### config.mk
export PLATFORM = sky130hd
export DESIGN_NAME = jt89_psg
export DESIGN_NICKNAME = d
export VERILOG_FILES = /design/src/rtl/jt89_psg.sv
export SDC_FILE = /design/constraint.sdc
export NUM_CORES = 1
export LEC_CHECK = 0
export BUFFER_PORTS_ARGS = -buffer_cell sky130_fd_sc_hd__buf_2
export CORE_MARGIN = 5
export CORE_UTILIZATION = 45
export DETAILED_ROUTE_END_ITERATION = 7
export GPL_TIMING_DRIVEN = 0
export SYNTH_ARGS = -nofsm -noshare
export SYNTH_HDL_FRONTEND = slang
export SYNTH_SLANG_ARGS = --single-unit
### constraint.sdc
create_clock -name clk -period 2.7 [get_ports clk]
set_input_delay 0 -clock clk [delete_from_list [all_inputs] [get_ports clk]]
set_output_delay 0 -clock clk [all_outputs]
set_load 0.01 [all_outputs]
### src/rtl/jt89_psg.sv
// jt89_psg: SN76489-style programmable sound generator.
// Three square-wave tone channels and one LFSR noise channel, each with a
// 4-bit logarithmic attenuator (2 dB steps, 15 = mute).
// Ports:
//   clk          system clock, all state changes on the rising edge
//   rst          asynchronous active-low reset
//   clken        enable for the sound prescaler (register writes ignore it)
//   wr_n         active-low write strobe, one write per low pulse
//   din[7:0]     write data byte (latch byte when din[7]=1, data byte otherwise)
//   ch0..ch2     signed 10-bit tone channel samples
//   noise        signed 10-bit noise channel sample
module jt89_psg (
  input  logic              clk,
  input  logic              rst,
  input  logic              clken,
  input  logic              wr_n,
  input  logic [7:0]        din,
  output logic signed [9:0] ch0,
  output logic signed [9:0] ch1,
  output logic signed [9:0] ch2,
  output logic signed [9:0] noise
);

  // Attenuation code to output magnitude.
  function automatic logic [9:0] att_level(input logic [3:0] att);
    case (att)
      4'd0:    att_level = 10'd511;
      4'd1:    att_level = 10'd406;
      4'd2:    att_level = 10'd322;
      4'd3:    att_level = 10'd256;
      4'd4:    att_level = 10'd203;
      4'd5:    att_level = 10'd162;
      4'd6:    att_level = 10'd128;
      4'd7:    att_level = 10'd102;
      4'd8:    att_level = 10'd81;
      4'd9:    att_level = 10'd64;
      4'd10:   att_level = 10'd51;
      4'd11:   att_level = 10'd41;
      4'd12:   att_level = 10'd32;
      4'd13:   att_level = 10'd26;
      4'd14:   att_level = 10'd20;
      default: att_level = 10'd0;
    endcase
  endfunction

  logic            wr_n_q, wr_n_d;
  logic [2:0]      latch_q, latch_d;     // {channel, is_attenuation}
  logic [3:0][3:0] att_q, att_d;
  logic [2:0][9:0] per_q, per_d;
  logic [2:0]      ctrl_q, ctrl_d;
  logic [3:0][9:0] cnt_q, cnt_d;         // index 3 is the noise-rate counter
  logic [3:0]      pol_q, pol_d;         // index 3 is the noise-rate square wave
  logic [15:0]     lfsr_q, lfsr_d;
  logic [3:0]      presc_q, presc_d;
  logic [3:0][9:0] out_q, out_d;

  logic            wr_s;
  logic            ctrl_wr_s;
  logic            tick_s;
  logic            lfsr_fb_s;
  logic [2:0]      sel_s;
  logic [3:0][9:0] reload_s;

  // Write decode: falling-edge detect on wr_n and register file update.
  always_comb begin
    wr_n_d    = wr_n;
    latch_d   = latch_q;
    att_d     = att_q;
    per_d     = per_q;
    ctrl_d    = ctrl_q;
    ctrl_wr_s = 1'b0;
    wr_s      = wr_n_q & ~wr_n;
    sel_s     = din[7] ? din[6:4] : latch_q;
    if (wr_s) begin
      if (din[7]) begin
        latch_d = din[6:4];
      end else begin
        latch_d = latch_q;
      end
      if (sel_s[0]) begin
        att_d[sel_s[2:1]] = din[3:0];
      end else begin
        case (sel_s[2:1])
          2'd3: begin
            ctrl_d    = din[2:0];
            ctrl_wr_s = 1'b1;
          end
          2'd0, 2'd1, 2'd2: begin
            // A latch byte carries the low nibble, a data byte the high six bits.
            if (din[7]) begin
              per_d[sel_s[2:1]][3:0] = din[3:0];
            end else begin
              per_d[sel_s[2:1]][9:4] = din[5:0];
            end
          end
          default: ctrl_wr_s = 1'b0;
        endcase
      end
    end else begin
      ctrl_wr_s = 1'b0;
    end
  end

  // Prescaler, channel counters, polarities and LFSR; uses freshly written registers.
  always_comb begin
    tick_s      = clken & (presc_q == 4'd15);
    presc_d     = clken ? (presc_q + 4'd1) : presc_q;
    reload_s[0] = per_d[0];
    reload_s[1] = per_d[1];
    reload_s[2] = per_d[2];
    case (ctrl_d[1:0])
      2'd0:    reload_s[3] = 10'd16;
      2'd1:    reload_s[3] = 10'd32;
      2'd2:    reload_s[3] = 10'd64;
      default: reload_s[3] = per_d[2];
    endcase
    cnt_d = cnt_q;
    pol_d = pol_q;
    for (int i = 0; i < 4; i++) begin
      if (tick_s) begin
        // Reloading at count 1 (or 0) gives a half-period of exactly 'period' ticks.
        if (cnt_q[i] <= 10'd1) begin
          cnt_d[i] = reload_s[i];
          pol_d[i] = (reload_s[i] <= 10'd1) ? 1'b1 : ~pol_q[i];
        end else begin
          cnt_d[i] = cnt_q[i] - 10'd1;
        end
      end else begin
        cnt_d[i] = cnt_q[i];
      end
    end
    lfsr_fb_s = ctrl_d[2] ? (lfsr_q[0] ^ lfsr_q[3]) : lfsr_q[0];
    if (ctrl_wr_s) begin
      lfsr_d = 16'h8000;
    end else if (~pol_q[3] & pol_d[3]) begin
      lfsr_d = {lfsr_fb_s, lfsr_q[15:1]};
    end else begin
      lfsr_d = lfsr_q;
    end
  end

  // Output samples from current polarity and attenuation.
  always_comb begin
    out_d = out_q;
    for (int i = 0; i < 3; i++) begin
      out_d[i] = pol_q[i] ? att_level(att_q[i]) : (10'd0 - att_level(att_q[i]));
    end
    out_d[3] = lfsr_q[0] ? att_level(att_q[3]) : (10'd0 - att_level(att_q[3]));
  end

  // State registers.
  always_ff @(posedge clk or negedge rst) begin
    if (!rst) begin
      wr_n_q  <= 1'b1;
      latch_q <= 3'd0;
      att_q   <= {4{4'hF}};
      per_q   <= '0;
      ctrl_q  <= 3'd0;
      cnt_q   <= '0;
      pol_q   <= 4'hF;
      lfsr_q  <= 16'h8000;
      presc_q <= 4'd0;
      out_q   <= '0;
    end else begin
      wr_n_q  <= wr_n_d;
      latch_q <= latch_d;
      att_q   <= att_d;
      per_q   <= per_d;
      ctrl_q  <= ctrl_d;
      cnt_q   <= cnt_d;
      pol_q   <= pol_d;
      lfsr_q  <= lfsr_d;
      presc_q <= presc_d;
      out_q   <= out_d;
    end
  end

  assign ch0   = out_q[0];
  assign ch1   = out_q[1];
  assign ch2   = out_q[2];
  assign noise = out_q[3];

endmodule

==> impl_summary.log, run 1 <==
[metrics] # setup viols final: 0
[metrics] insertion delay of the later-clocked pin in the worst-skew pair: 0.43 ns
[metrics] leakage power: 4.36 nW
[metrics] startpoint of the worst-slack reg-to-reg timing path: att_q[13]
[metrics] full die area: 0.0227 mm2
[metrics] Synth cell types: 68
[metrics] Remaining DRCs: 0
[metrics] Pins Over Slew Limit: 0
[metrics] startpoint kind of the worst setup timing path: flip-flop
[metrics] Core ar.: 0.0195 mm2
[metrics] H-tree depth reported by CTS: 4
[metrics] min setup slack post-route: 0.122 ns
[metrics] Least-Margin Pin Slew: 0.684 ns
[metrics] CP Capture Type: flip-flop
[metrics] Required @ worst endpoint: 2.99 ns
[metrics] outcome: finished, final reports clean
[metrics] portion of the clock cycle consumed by the worst path in the final layout: 0.955
[metrics] Chip Width: 151 um
[metrics] first-pass GRT wire length: 33800 um
[metrics] via/cell ratio: 5.44
[metrics] Layout Cell Area excl Fill: 0.0102 mm2
[metrics] Comb pwr share: 0.463
[metrics] biggest area contributors in the synthesized netlist: sky130_fd_sc_hd__dfrtp_1, sky130_fd_sc_hd__dfstp_2, sky130_fd_sc_hd__mux2_2, sky130_fd_sc_hd__mux2i_1, sky130_fd_sc_hd__ha_1
[metrics] Syn Nets: 977
[metrics] Overflow after GRT: 0
[metrics] via count of the first global-routing pass: 6621
[metrics] WP data arrival: 2.87 ns
[metrics] standard-cell rows: 51
[metrics] total power per unit cell area: 1130 mW/mm2
[metrics] share of total power consumed by net switching: 0.401
[metrics] final period demand of the worst path: 2.58 ns
[metrics] sum of net half-perimeters after detailed placement: 14500 um
[metrics] number of maximum-capacitance violations: 0
[metrics] largest net degree at the start of global routing: 63
[metrics] instance area after placement: 0.00953 mm2
[metrics] critical path start-end classification: reg -> reg
[metrics] most common cell after layout, fill and taps aside: sky130_fd_sc_hd__dfrtp_1
[metrics] number of endpoints with negative hold slack in the final report: 0
[metrics] internal portion of total power: 0.00692 W
[metrics] initial standard-cell utilization of the core: 0.456
[metrics] antenna viol nets, final: 0
[metrics] post-synth top area cell: sky130_fd_sc_hd__dfrtp_1
[metrics] path category of the worst min-delay check: in -> reg
[metrics] Syn Std Cell Area: 0.00888 mm2
[metrics] portion of total power attributed to sequential cells: 0.339
[metrics] antenna fix cells: 0
[metrics] cells after synthesis: 936
[metrics] nets@finish: 1055
[metrics] number of placed I/O pins: 52
[metrics] number of buffer cells added on primary ports: 50
[metrics] clk sink count: 157
[metrics] vias post-DR: 7034
[metrics] area grow syn2layout: 15.3%
[metrics] number of enable-type register cells in the synthesized netlist: 0
[metrics] post-DR wirelength/cell: 15.8 um
[metrics] fraction of synthesis flops using an asynchronous set or reset pin: 1.00
[metrics] clk slew on worst S/H paths: 0.06 ns
[metrics] worst clock skew: 0.00972 ns
[metrics] Die Y-Extent: 151 um
[metrics] DRT iter0 DRCs: 311
[metrics] Peak Freq: 388 MHz
[metrics] Total Routing Usage GR: 0.186
[metrics] largest driver fanout on the critical path: 6
[metrics] Synth Warn #: 0
[metrics] switching component of the power: 0.00464 W
[metrics] Clk network pwr share: 0.198
[metrics] Worst setup startpoint: att_q[13]
[metrics] Root Buffer Master: sky130_fd_sc_hd__clkbuf_16
[metrics] number of storage elements in the synthesis netlist: 157
[metrics] GPL Wtd Cong: 0.852
[metrics] Yosys top cell area share: 0.380
[metrics] length of the first detailed-routing pass in iterations: 4
[metrics] number of antenna violations at the first check in global routing: 0
[metrics] IR drop worst, VDD: 488 uV
[metrics] Post-Synthesis Mean Instance Area: 9.49 um2
[metrics] Filler Cells Inserted: 1779
[metrics] Synth Flop Type: sky130_fd_sc_hd__dfrtp_1
[metrics] clk buf depth: 2
[metrics] sum of routed wire length over all layers: 20400 um
[metrics] CTS tree: yes
[metrics] number of clock buffers inserted by TritonCTS: 17
[metrics] worst slack on hold paths: 0.0170 ns
[metrics] Max-Slew Margin vs Limit: 0.540
[metrics] most frequent cells in the layout: sky130_fd_sc_hd__dfrtp_1, sky130_fd_sc_hd__nand2_1, sky130_fd_sc_hd__nor2_1
[metrics] source of the worst hold timing path: din[4]
[metrics] worst slack, placed: -0.271 ns
[metrics] share of layout cells above drive strength 1: 0.187
[metrics] post-synthesis sequential area ratio: 0.445
## repair_timing
action                                  CTS  global route
buffers inserted                          0             2
endpoints found under the setup margin    5            16
hold endpoints to repair                110             0
hold buffers                              8             0
pin swaps                                 0             1
resized for setup                         6            23
## final cells by class
cell class | count | area (um2) | share of cell area
Inverter | 45 | 169 | 0.0165
Clock buffer | 21 | 470 | 0.0459
Buffer | 47 | 211 | 0.0206
Sequential cell | 157 | 3960 | 0.386
Clock inverter | 11 | 92.6 | 0.00904
Timing Repair Buffer | 62 | 407 | 0.0397
Tap cell | 265 | 332 | 0.0324
Multi-Input combinational cell | 684 | 4610 | 0.450
## power groups by stage
stage,Combinational (W),Clock [W],Sequential [W]
2_1_floorplan,0.00383,0,0.00397
3_3_place_gp,0.00514,0,0.00393
3_5_place_dp,0.00521,0,0.00394
4_1_cts,0.00528,0.00234,0.00390
5_1_grt,0.00599,0.00245,0.00403
6_report,0.00535,0.00229,0.00392
## registers in the layout, indices dropped and copies added (netlist names), 4 cells and up
name     cells
presc_q      4
cnt_q       40
pol_q        4
ch1         10
per_q       30
ch2         10
att_q       16
lfsr_q      16
noise       10
ch0         10
## worst paths after layout
kind	end	slack [ns]	cells past startpoint
worst max-delay path	noise[8]	0.12	9
worst max register to register	noise[8]	0.12	9
max in group asynchronous	pol_q[3]	1.68	4
worst min-delay path	per_q[18]	0.02	2
worst min register to register	presc_q[3]	0.50	1
min in group asynchronous	ch0[6]	0.03	2
## metal layers
layer,routed length [um],track usage
met1,10300,0.272
met2,8990,0.285
met3,760,0.0280
met4,304,0.0590
met5,0,0
## worst max-delay path, stage by stage (launching register included)
cell	delay, ns
sky130_fd_sc_hd__dfstp_2	0.59
sky130_fd_sc_hd__ha_2	0.24
sky130_fd_sc_hd__nor2_1	0.06
sky130_fd_sc_hd__o21bai_1	0.17
sky130_fd_sc_hd__o21ai_1	0.19
sky130_fd_sc_hd__ha_1	0.21
sky130_fd_sc_hd__inv_1	0.08
sky130_fd_sc_hd__a2111oi_4	0.41
sky130_fd_sc_hd__o21ai_1	0.12
sky130_fd_sc_hd__a221o_1	0.36
## per-stage QoR
stage,total power (W),util,TNS (ns),cells
6_report,0.0116,0.526,0,1292
5_1_grt,0.0125,0.526,-0.00146,1292
3_3_place_gp,0.00907,0.486,-98.58,1251
2_1_floorplan,0.00780,-,0,936
4_1_cts,0.0115,0.524,0,1291
3_5_place_dp,0.00915,0.489,-0.707,1253
## logic make-up (layout without fill, tap and decap cells)
logic type | Yosys count | in the layout | share of synthesized area
buffers and inverters | 95 | 186 | 0.0413
multiplexers | 76 | 76 | 0.0910
adder cells (fa/ha/maj) | 29 | 29 | 0.0408
AO/OA/AOI/OAI | 259 | 259 | 0.187
XOR/XNOR | 28 | 28 | 0.0276
AND/OR/NAND/NOR | 292 | 292 | 0.167
flip-flops | 157 | 157 | 0.445
## cell usage after synthesis (all sizes together) (4+ instances only)
master and n:
o21ba 4, and3 4, nand3b 5, xor2 17, ha 29, buf 14
or4 12, o211ai 11, a22oi 4, mux2 38, a211oi 5, dfrtp 135
a21o 5, o21ai 84, dfstp 22, a221o 7, nor2b 12, nand3 20
nand4 6, a31oi 10, a31o 5, o31ai 11, nor2 69, nor4 6
or2 7, a21oi 67, nor3 30, o22a 4, o21a 7, xnor2 11
o41ai 4, clkbuf 36, o21bai 7, mux2i 38, nor3b 12, or3 11
inv 45, nand2 86
Note: power is estimated with default switching activity, not from simulation.
==> inputs of run 2 (changes only) <==
Settings changed: SETUP_SLACK_MARGIN from default to 0.15.
==> run 2 against run 1 <==
Net effect:
- flip-flop and latch count unchanged
- sequential power hardly changed
- routed wire length rose by 1.0%
- first-iteration DRC count increased by 9.0%
- via count increased by 0.87%
- critical endpoint unchanged
- register-to-register slack better by 0.04 ns
- fmax is 1.4% higher
==> impl_summary.log, run 2 (synthesized netlist as in run 1, its figures left out) <==
[metrics] setup repair after global routing missed its margin: yes
[metrics] Remaining DRCs: 0 (unchanged)
[metrics] largest driver fanout on the critical path: 8 (was 6)
[metrics] worst clock skew: 0.00938 ns (was 0.00972 ns)
[metrics] flip-flop count of the largest register, all copies and words added: 40 (unchanged)
[metrics] Least-Margin Pin Slew: 0.687 ns (was 0.684 ns)
[metrics] first-pass GRT wire length: 34000 um (was 33800 um)
[metrics] peak per-stage delay on the critical path: 0.62 ns (was 0.59 ns)
[metrics] WP data arrival: 2.84 ns (was 2.87 ns)
[metrics] sum of routed wire length over all layers: 20600 um (was 20400 um)
[metrics] antenna fix cells: 0 (unchanged)
[metrics] area grow syn2layout: 17.1% (was 15.3%)
[metrics] instance area after placement: 0.00953 mm2 (unchanged)
[metrics] IR drop worst, VDD: 490 uV (was 488 uV)
[metrics] clk sink count: 157 (unchanged)
[metrics] portion of the clock cycle consumed by the worst path in the final layout: 0.941 (was 0.955)
[metrics] number of clock buffers inserted by TritonCTS: 17 (unchanged)
[metrics] length of the first detailed-routing pass in iterations: 4 (unchanged)
[metrics] final instance count without filler cells: 1301 (was 1292)
[metrics] Die Y-Extent: 151 um (unchanged)
[metrics] Pins Over Slew Limit: 0 (unchanged)
[metrics] Overflow after GRT: 0 (unchanged)
[metrics] cells traversed along the worst timing path: inv_2 -> ha_1 -> or3_1 -> a2111oi_4 -> o21ai_1 -> a221o_1 (was ha_2 -> nor2_1 -> o21bai_1 -> o21ai_1 -> ha_1 -> inv_1 -> a2111oi_4 -> o21ai_1 -> a221o_1)
[metrics] critical path start-end classification: reg -> reg (unchanged)
[metrics] DRT iter0 DRCs: 339 (was 311)
[metrics] antenna viol nets, final: 0 (unchanged)
[metrics] insertion delay of the later-clocked pin in the worst-skew pair: 0.43 ns (about the same)
[metrics] via count of the first global-routing pass: 6652 (was 6621)
[metrics] vias post-DR: 7095 (was 7034)
[metrics] path category of the worst min-delay check: in -> reg (unchanged)
[metrics] share of layout cells above drive strength 1: 0.213 (was 0.187)
[metrics] initial standard-cell utilization of the core: 0.456 (unchanged)
[metrics] cell family with the largest share of critical-path delay: compound AO/OA/AOI/OAI gates (unchanged)
[metrics] Layout Cell Area excl Fill: 0.0104 mm2 (was 0.0102 mm2)
[metrics] number of antenna violations at the first check in global routing: 0 (unchanged)
[metrics] Total Routing Usage GR: 0.187 (was 0.186)
[metrics] Peak Freq: 393 MHz (was 388 MHz)
[metrics] Required @ worst endpoint: 3.00 ns (was 2.99 ns)
[metrics] most common cell after layout, fill and taps aside: sky130_fd_sc_hd__dfrtp_1 (unchanged)
[metrics] Chip Width: 151 um (unchanged)
[metrics] nets@finish: 1064 (was 1055)
[metrics] startpoint kind of the worst setup timing path: flip-flop (unchanged)
[metrics] standard-cell rows: 51 (unchanged)
[metrics] # setup viols final: 0 (unchanged)
[metrics] Filler Cells Inserted: 1759 (was 1779)
[metrics] GPL Wtd Cong: 0.852 (unchanged)
[metrics] Most flops, register: cnt_q (unchanged)
[metrics] clk slew on worst S/H paths: 0.06 ns (about the same)
[metrics] number of cells after detailed placement: 1253 (unchanged)
[metrics] full die area: 0.0227 mm2 (unchanged)
[metrics] via/cell ratio: 5.45 (was 5.44)
[metrics] post-DR wirelength/cell: 15.8 um (about the same)
[metrics] number of maximum-capacitance violations: 0 (unchanged)
[metrics] outcome: finished, final reports clean (unchanged)
[metrics] leakage power: 4.41 nW (was 4.36 nW)
[metrics] final period demand of the worst path: 2.54 ns (was 2.58 ns)
[metrics] Max-Slew Margin vs Limit: 0.538 (was 0.540)
[metrics] most frequent cells in the layout: sky130_fd_sc_hd__dfrtp_1, sky130_fd_sc_hd__nand2_1, sky130_fd_sc_hd__nor2_1 (unchanged)
[metrics] Total Power: 0.0118 W (was 0.0116 W)
[metrics] number of buffer cells added on primary ports: 50 (unchanged)
[metrics] Core ar.: 0.0195 mm2 (unchanged)
[metrics] total power per unit cell area: 1130 mW/mm2 (about the same)
[metrics] CTS tree: yes (unchanged)
[metrics] Root Buffer Master: sky130_fd_sc_hd__clkbuf_16 (unchanged)
[metrics] Total Neg Setup Slack: 0 ns (unchanged)
[metrics] registers with the most flip-flops: cnt_q x40, per_q x30 (unchanged)
[metrics] largest net degree at the start of global routing: 63 (unchanged)
[metrics] CP Capture Type: flip-flop (unchanged)
[metrics] H-tree depth reported by CTS: 4 (unchanged)
[metrics] number of placed I/O pins: 52 (unchanged)
[metrics] clk buf depth: 2 (unchanged)
[metrics] sum of net half-perimeters after detailed placement: 14500 um (unchanged)
[metrics] number of endpoints with negative hold slack in the final report: 0 (unchanged)
[metrics] number of buffers and inverters on the critical path: 1 (unchanged)
[metrics] critical-path cell with the highest stage delay: sky130_fd_sc_hd__dfstp_2 (unchanged)
## run 2: final cells by class
| class | instances | area [um2] | share of cell area |
|---|---|---|---|
| multi-input combinational | 684 | 4660 | 0.449 |
| sequential | 157 | 3960 | 0.380 |
| clock buffer | 21 | 470 | 0.0452 |
| timing repair buffer | 68 | 452 | 0.0434 |
| tap | 265 | 332 | 0.0319 |
| buffer | 50 | 264 | 0.0254 |
| inverter | 45 | 169 | 0.0162 |
| clock inverter | 11 | 92.6 | 0.00890 |
## run 2: worst reg2reg max path: stages, from the launching register on
cell and delay, ns:
sky130_fd_sc_hd__dfstp_2 0.62, sky130_fd_sc_hd__inv_2 0.07, sky130_fd_sc_hd__ha_1 0.29, sky130_fd_sc_hd__or3_1 0.48, sky130_fd_sc_hd__a2111oi_4 0.46, sky130_fd_sc_hd__o21ai_1 0.12, sky130_fd_sc_hd__a221o_1 0.35
## run 2: what timing repair did
item / 4_1_cts / 5_1_grt
cloned: 0 / 0
setup endpoints to repair: 19 / 9
pin swaps: 0 / 6
buffers inserted: 0 / 8
hold buffers: 8 / 0
endpoints found under the hold margin: 110 / 0
resized for setup: 21 / 53
## run 2: per-stage QoR
step | setup WS [ns] | hold slack (ns) | util
after global placement | -0.743 | 0.150 | 0.486
after detailed placement | -0.271 | -0.0788 | 0.489
after floorplan | 0.190 | -0.296 | -
after global routing | 0.0703 | 0.0225 | 0.534
final | 0.158 | 0.0219 | 0.534
after CTS | 0.124 | 0.000656 | 0.526
## run 2: path summary, 6_finish.rpt
path	startpoint	end	slack (ns)	cells past startpoint
setup / recovery	att_q[13]	noise[8]	0.16	6
hold / removal	din[4]	per_q[18]	0.02	2
setup reg to reg	att_q[13]	noise[8]	0.16	6
hold reg to reg	cnt_q[18]	cnt_q[18]	0.50	2
max in group asynchronous	rst	att_q[10]	1.68	4
min in group asynchronous	rst	ch0[6]	0.03	2
## run 2: power by group
group          total, W  switching, W  internal (W)
clock network   0.00229      0.000958       0.00133
logic           0.00560       0.00318       0.00243
registers       0.00389      0.000578       0.00331
total            0.0118       0.00471       0.00707
## run 2: per-layer routing
layer	GRT usage	up-vias	wire (um)
met3	0.0280	22	832
met5	0	-	0
met4	0.0618	0	312
li1	-	3550	-
met1	0.274	3373	10300
met2	0.284	150	9160
==> inputs of run 3 (changes only) <==
Settings changed: ABC_AREA from default to 1.
==> run 3 against run 2 <==
Net effect:
- total power shrank 19%
- critical endpoint is now cnt_q[17]
- synthesized area shrank 3.5%
- first-iteration DRC count is 5.6% higher
- largest cell class is now sequential cells
- clock skew grew 0.0011 ns
- die area decreased by 3.3%
- design area is 4.8% lower
- clock-buffer cell count up 2
- synthesized cell count up 14%
- sequential share of layout area increased by 1.9 points
- clock power is 15% higher
==> impl_summary.log, run 3 <==
[metrics] Yosys top cell area share: 0.394 (was 0.380)
[metrics] fraction of synthesis flops using an asynchronous set or reset pin: 1.00 (unchanged)
[metrics] number of buffer cells added on primary ports: 50 (unchanged)
[metrics] leakage power: 4.85 nW (was 4.41 nW)
[metrics] insertion delay of the later-clocked pin in the worst-skew pair: 0.42 ns (was 0.43 ns)
[metrics] post-synth top area cell: sky130_fd_sc_hd__dfrtp_1 (unchanged)
[metrics] setup repair after global routing missed its margin: no (was yes)
[metrics] number of storage elements in the synthesis netlist: 157 (unchanged)
[metrics] startpoint kind of the worst setup timing path: flip-flop (unchanged)
[metrics] antenna fix cells: 0 (unchanged)
[metrics] number of enable-type register cells in the synthesized netlist: 0 (unchanged)
[metrics] Peak Freq: 467 MHz (was 393 MHz)
[metrics] length of the first detailed-routing pass in iterations: 5 (was 4)
[metrics] GPL Wtd Cong: 0.853 (was 0.852)
[metrics] final period demand of the worst path: 2.14 ns (was 2.54 ns)
[metrics] # setup viols final: 0 (unchanged)
[metrics] share of layout cells above drive strength 1: 0.149 (was 0.213)
[metrics] most frequent cells in the layout: sky130_fd_sc_hd__nand2_1, sky130_fd_sc_hd__dfrtp_1, sky130_fd_sc_hd__inv_1 (was sky130_fd_sc_hd__dfrtp_1, sky130_fd_sc_hd__nand2_1, sky130_fd_sc_hd__nor2_1)
[metrics] Chip Width: 148 um (was 151 um)
[metrics] clk slew on worst S/H paths: 0.06 ns (about the same)
[metrics] Syn Std Cell Area: 0.00857 mm2 (was 0.00888 mm2)
[metrics] most common cell after layout, fill and taps aside: sky130_fd_sc_hd__nand2_1 (was sky130_fd_sc_hd__dfrtp_1)
[metrics] standard-cell rows: 50 (was 51)
[metrics] Overflow after GRT: 0 (unchanged)
[metrics] number of cells after detailed placement: 1353 (was 1253)
[metrics] worst slack, placed: 0.527 ns (was -0.271 ns)
[metrics] path category of the worst min-delay check: in -> reg (unchanged)
[metrics] worst clock skew: 0.0105 ns (was 0.00938 ns)
[metrics] WP data arrival: 2.43 ns (was 2.84 ns)
[metrics] number of endpoints with negative hold slack in the final report: 0 (unchanged)
[metrics] sum of routed wire length over all layers: 18700 um (was 20600 um)
[metrics] first-pass GRT wire length: 32200 um (was 34000 um)
[metrics] registers with the most flip-flops: cnt_q x40, per_q x30 (unchanged)
[metrics] CTS tree: yes (unchanged)
[metrics] number of antenna violations at the first check in global routing: 0 (unchanged)
[metrics] number of clock buffers inserted by TritonCTS: 17 (unchanged)
[metrics] PostCTS Resize Cnt: 0 (was 21)
[metrics] Root Buffer Master: sky130_fd_sc_hd__clkbuf_16 (unchanged)
[metrics] H-tree depth reported by CTS: 4 (unchanged)
[metrics] Pins Over Slew Limit: 0 (unchanged)
[metrics] DRT iter0 DRCs: 358 (was 339)
[metrics] Synth Flop Type: sky130_fd_sc_hd__dfrtp_1 (unchanged)
[metrics] Least-Margin Pin Slew: 0.760 ns (was 0.687 ns)
[metrics] post-DR wirelength/cell: 13.4 um (was 15.8 um)
[metrics] nets@finish: 1189 (was 1064)
[metrics] sum of net half-perimeters after detailed placement: 13500 um (was 14500 um)
[metrics] flip-flop count of the largest register, all copies and words added: 40 (unchanged)
[metrics] biggest area contributors in the synthesized netlist: sky130_fd_sc_hd__dfrtp_1, sky130_fd_sc_hd__nand2_1, sky130_fd_sc_hd__dfstp_2, sky130_fd_sc_hd__inv_1, sky130_fd_sc_hd__o21ai_0 (was sky130_fd_sc_hd__dfrtp_1, sky130_fd_sc_hd__dfstp_2, sky130_fd_sc_hd__mux2_2, sky130_fd_sc_hd__mux2i_1, sky130_fd_sc_hd__ha_1)
[metrics] antenna viol nets, final: 0 (unchanged)
[metrics] initial standard-cell utilization of the core: 0.458 (was 0.456)
[metrics] IR drop worst, VDD: 486 uV (was 490 uV)
[metrics] Required @ worst endpoint: 2.99 ns (was 3.00 ns)
[metrics] Synth Warn #: 0 (unchanged)
[metrics] via count of the first global-routing pass: 6522 (was 6652)
[metrics] cells after synthesis: 1068 (was 936)
[metrics] Post-Synthesis Mean Instance Area: 8.02 um2 (was 9.49 um2)
[metrics] portion of the clock cycle consumed by the worst path in the final layout: 0.793 (was 0.941)
[metrics] clk sink count: 157 (unchanged)
[metrics] Syn Nets: 1109 (was 977)
[metrics] critical path start-end classification: reg -> reg (unchanged)
[metrics] Synth cell types: 49 (was 68)
[metrics] library cell with the highest instance count after synthesis: sky130_fd_sc_hd__nand2_1 (was sky130_fd_sc_hd__dfrtp_1)
[metrics] clk buf depth: 2 (unchanged)
[metrics] min setup slack post-route: 0.558 ns (was 0.158 ns)
[metrics] Remaining DRCs: 0 (unchanged)
[metrics] largest net degree at the start of global routing: 96 (was 63)
[metrics] CP Capture Type: flip-flop (unchanged)
[metrics] total power per unit cell area: 960 mW/mm2 (was 1130 mW/mm2)
[metrics] Total Routing Usage GR: 0.181 (was 0.187)
[metrics] synth cell count leaders: sky130_fd_sc_hd__nand2_1, sky130_fd_sc_hd__dfrtp_1, sky130_fd_sc_hd__inv_1 (was sky130_fd_sc_hd__dfrtp_1, sky130_fd_sc_hd__nand2_1, sky130_fd_sc_hd__nor2_1)
[metrics] final instance count without filler cells: 1395 (was 1301)
[metrics] largest driver fanout on the critical path: 10 (was 8)
[metrics] setup slack, reg-to-reg: 0.56 ns (was 0.16 ns)
[metrics] number of maximum-capacitance violations: 0 (unchanged)
[metrics] via/cell ratio: 4.96 (was 5.45)
[metrics] outcome: finished, final reports clean (unchanged)
[metrics] Die Y-Extent: 148 um (was 151 um)
[metrics] vias post-DR: 6924 (was 7095)
[metrics] Max-Slew Margin vs Limit: 0.493 (was 0.538)
[metrics] number of placed I/O pins: 52 (unchanged)
[metrics] full die area: 0.0219 mm2 (was 0.0227 mm2)
[metrics] area grow syn2layout: 15.6% (was 17.1%)
[metrics] post-synthesis sequential area ratio: 0.462 (was 0.445)
[metrics] Most flops, register: cnt_q (unchanged)
[metrics] Core ar.: 0.0187 mm2 (was 0.0195 mm2)
[metrics] Total Power: 0.00950 W (was 0.0118 W)
[run 3: cell count changes after synthesis, sizes merged, moves of 12 or more]
cell | before | now
nor3 | 30 | 15
nand3 | 20 | 67
nor3b | 12 | 0
a21oi | 67 | 23
nor2b | 12 | 0
nor2 | 69 | 98
clkbuf | 36 | 4
nand2 | 86 | 308
mux2 | 38 | 1
inv | 45 | 139
o21ai | 84 | 117
or4 | 12 | 0
mux2i | 38 | 4
[run 3: cells by family (layout without fill, tap and decap cells)]
family | after synthesis | count (layout) | synth area share
and+or+nand+nor | 496 | 496 | 0.252
buffers and inverters | 162 | 255 | 0.0789
muxes | 5 | 5 | 0.00599
adders and majority gates | 29 | 29 | 0.0423
AOI/OAI and AO/OA | 187 | 187 | 0.127
xor gates and xnor gates | 32 | 32 | 0.0327
DFF | 157 | 157 | 0.462
[run 3: final timing paths]
kind | endpoint | depth (start not counted) | startpoint
worst max-delay path | cnt_q[17] | 10 | presc_q[0]
worst min-delay path | latch_q[2] | 5 | din[6]
worst max register to register | cnt_q[17] | 10 | presc_q[0]
worst min register to register | lfsr_q[1] | 2 | lfsr_q[1]
max in group asynchronous | pol_q[3] | 3 | rst
min in group asynchronous | ch1[6] | 2 | rst
[run 3: area by class of cell]
cell class                 instances  area (um2)
clock buffer                      23         498
clock inverter                     9         155
tap                              234         293
inverter                         139         529
buffer                            23         146
fill                            1783        8800
sequential                       157        3960
timing repair buffer              61         388
multi-input combinational        749        3940
[run 3: power by group]
| group | total (W) | switching (W) | internal [W] |
|---|---|---|---|
| Sequential | 0.00349 | 0.000350 | 0.00314 |
| Clock | 0.00263 | 0.000960 | 0.00167 |
| Combinational | 0.00338 | 0.00213 | 0.00125 |
[run 3: routing by layer]
metal / GRT usage / routed length [um]
met1: 0.248 / 9110
met5: 0 / 0
met4: 0.0550 / 291
met3: 0.0356 / 622
met2: 0.290 / 8710
[run 3: timing repair]
action                                 in CTS  in global routing
hold buffers                               10                  0
endpoints found under the hold margin      82                  0
buffers inserted                            0                  0
[run 3: critical path, cell delays in order, from the launching register on]
cell                       delay, ns
sky130_fd_sc_hd__dfrtp_1        0.40
sky130_fd_sc_hd__ha_1           0.20
sky130_fd_sc_hd__nand2_1        0.09
sky130_fd_sc_hd__nor2_1         0.05
sky130_fd_sc_hd__nand2_2        0.21
sky130_fd_sc_hd__inv_2          0.17
sky130_fd_sc_hd__nand2_1        0.11
sky130_fd_sc_hd__clkbuf_1       0.39
sky130_fd_sc_hd__o21ai_0        0.16
sky130_fd_sc_hd__a21oi_1        0.15
sky130_fd_sc_hd__a21oi_1        0.05
[run 3: per-stage QoR]
step / cell area (um2) / hold slack (ns) / setup TNS, ns / utilization
2_1_floorplan: 8570 / -0.296 / 0 / -
3_3_place_gp: 9110 / 0.132 / -108.04 / 0.487
3_5_place_dp: 9150 / -0.0231 / 0 / 0.489
4_1_cts: 9900 / 0.0325 / 0 / 0.529
5_1_grt: 9900 / 0.0744 / 0 / 0.529
6_report: 9900 / 0.0437 / 0 / 0.529
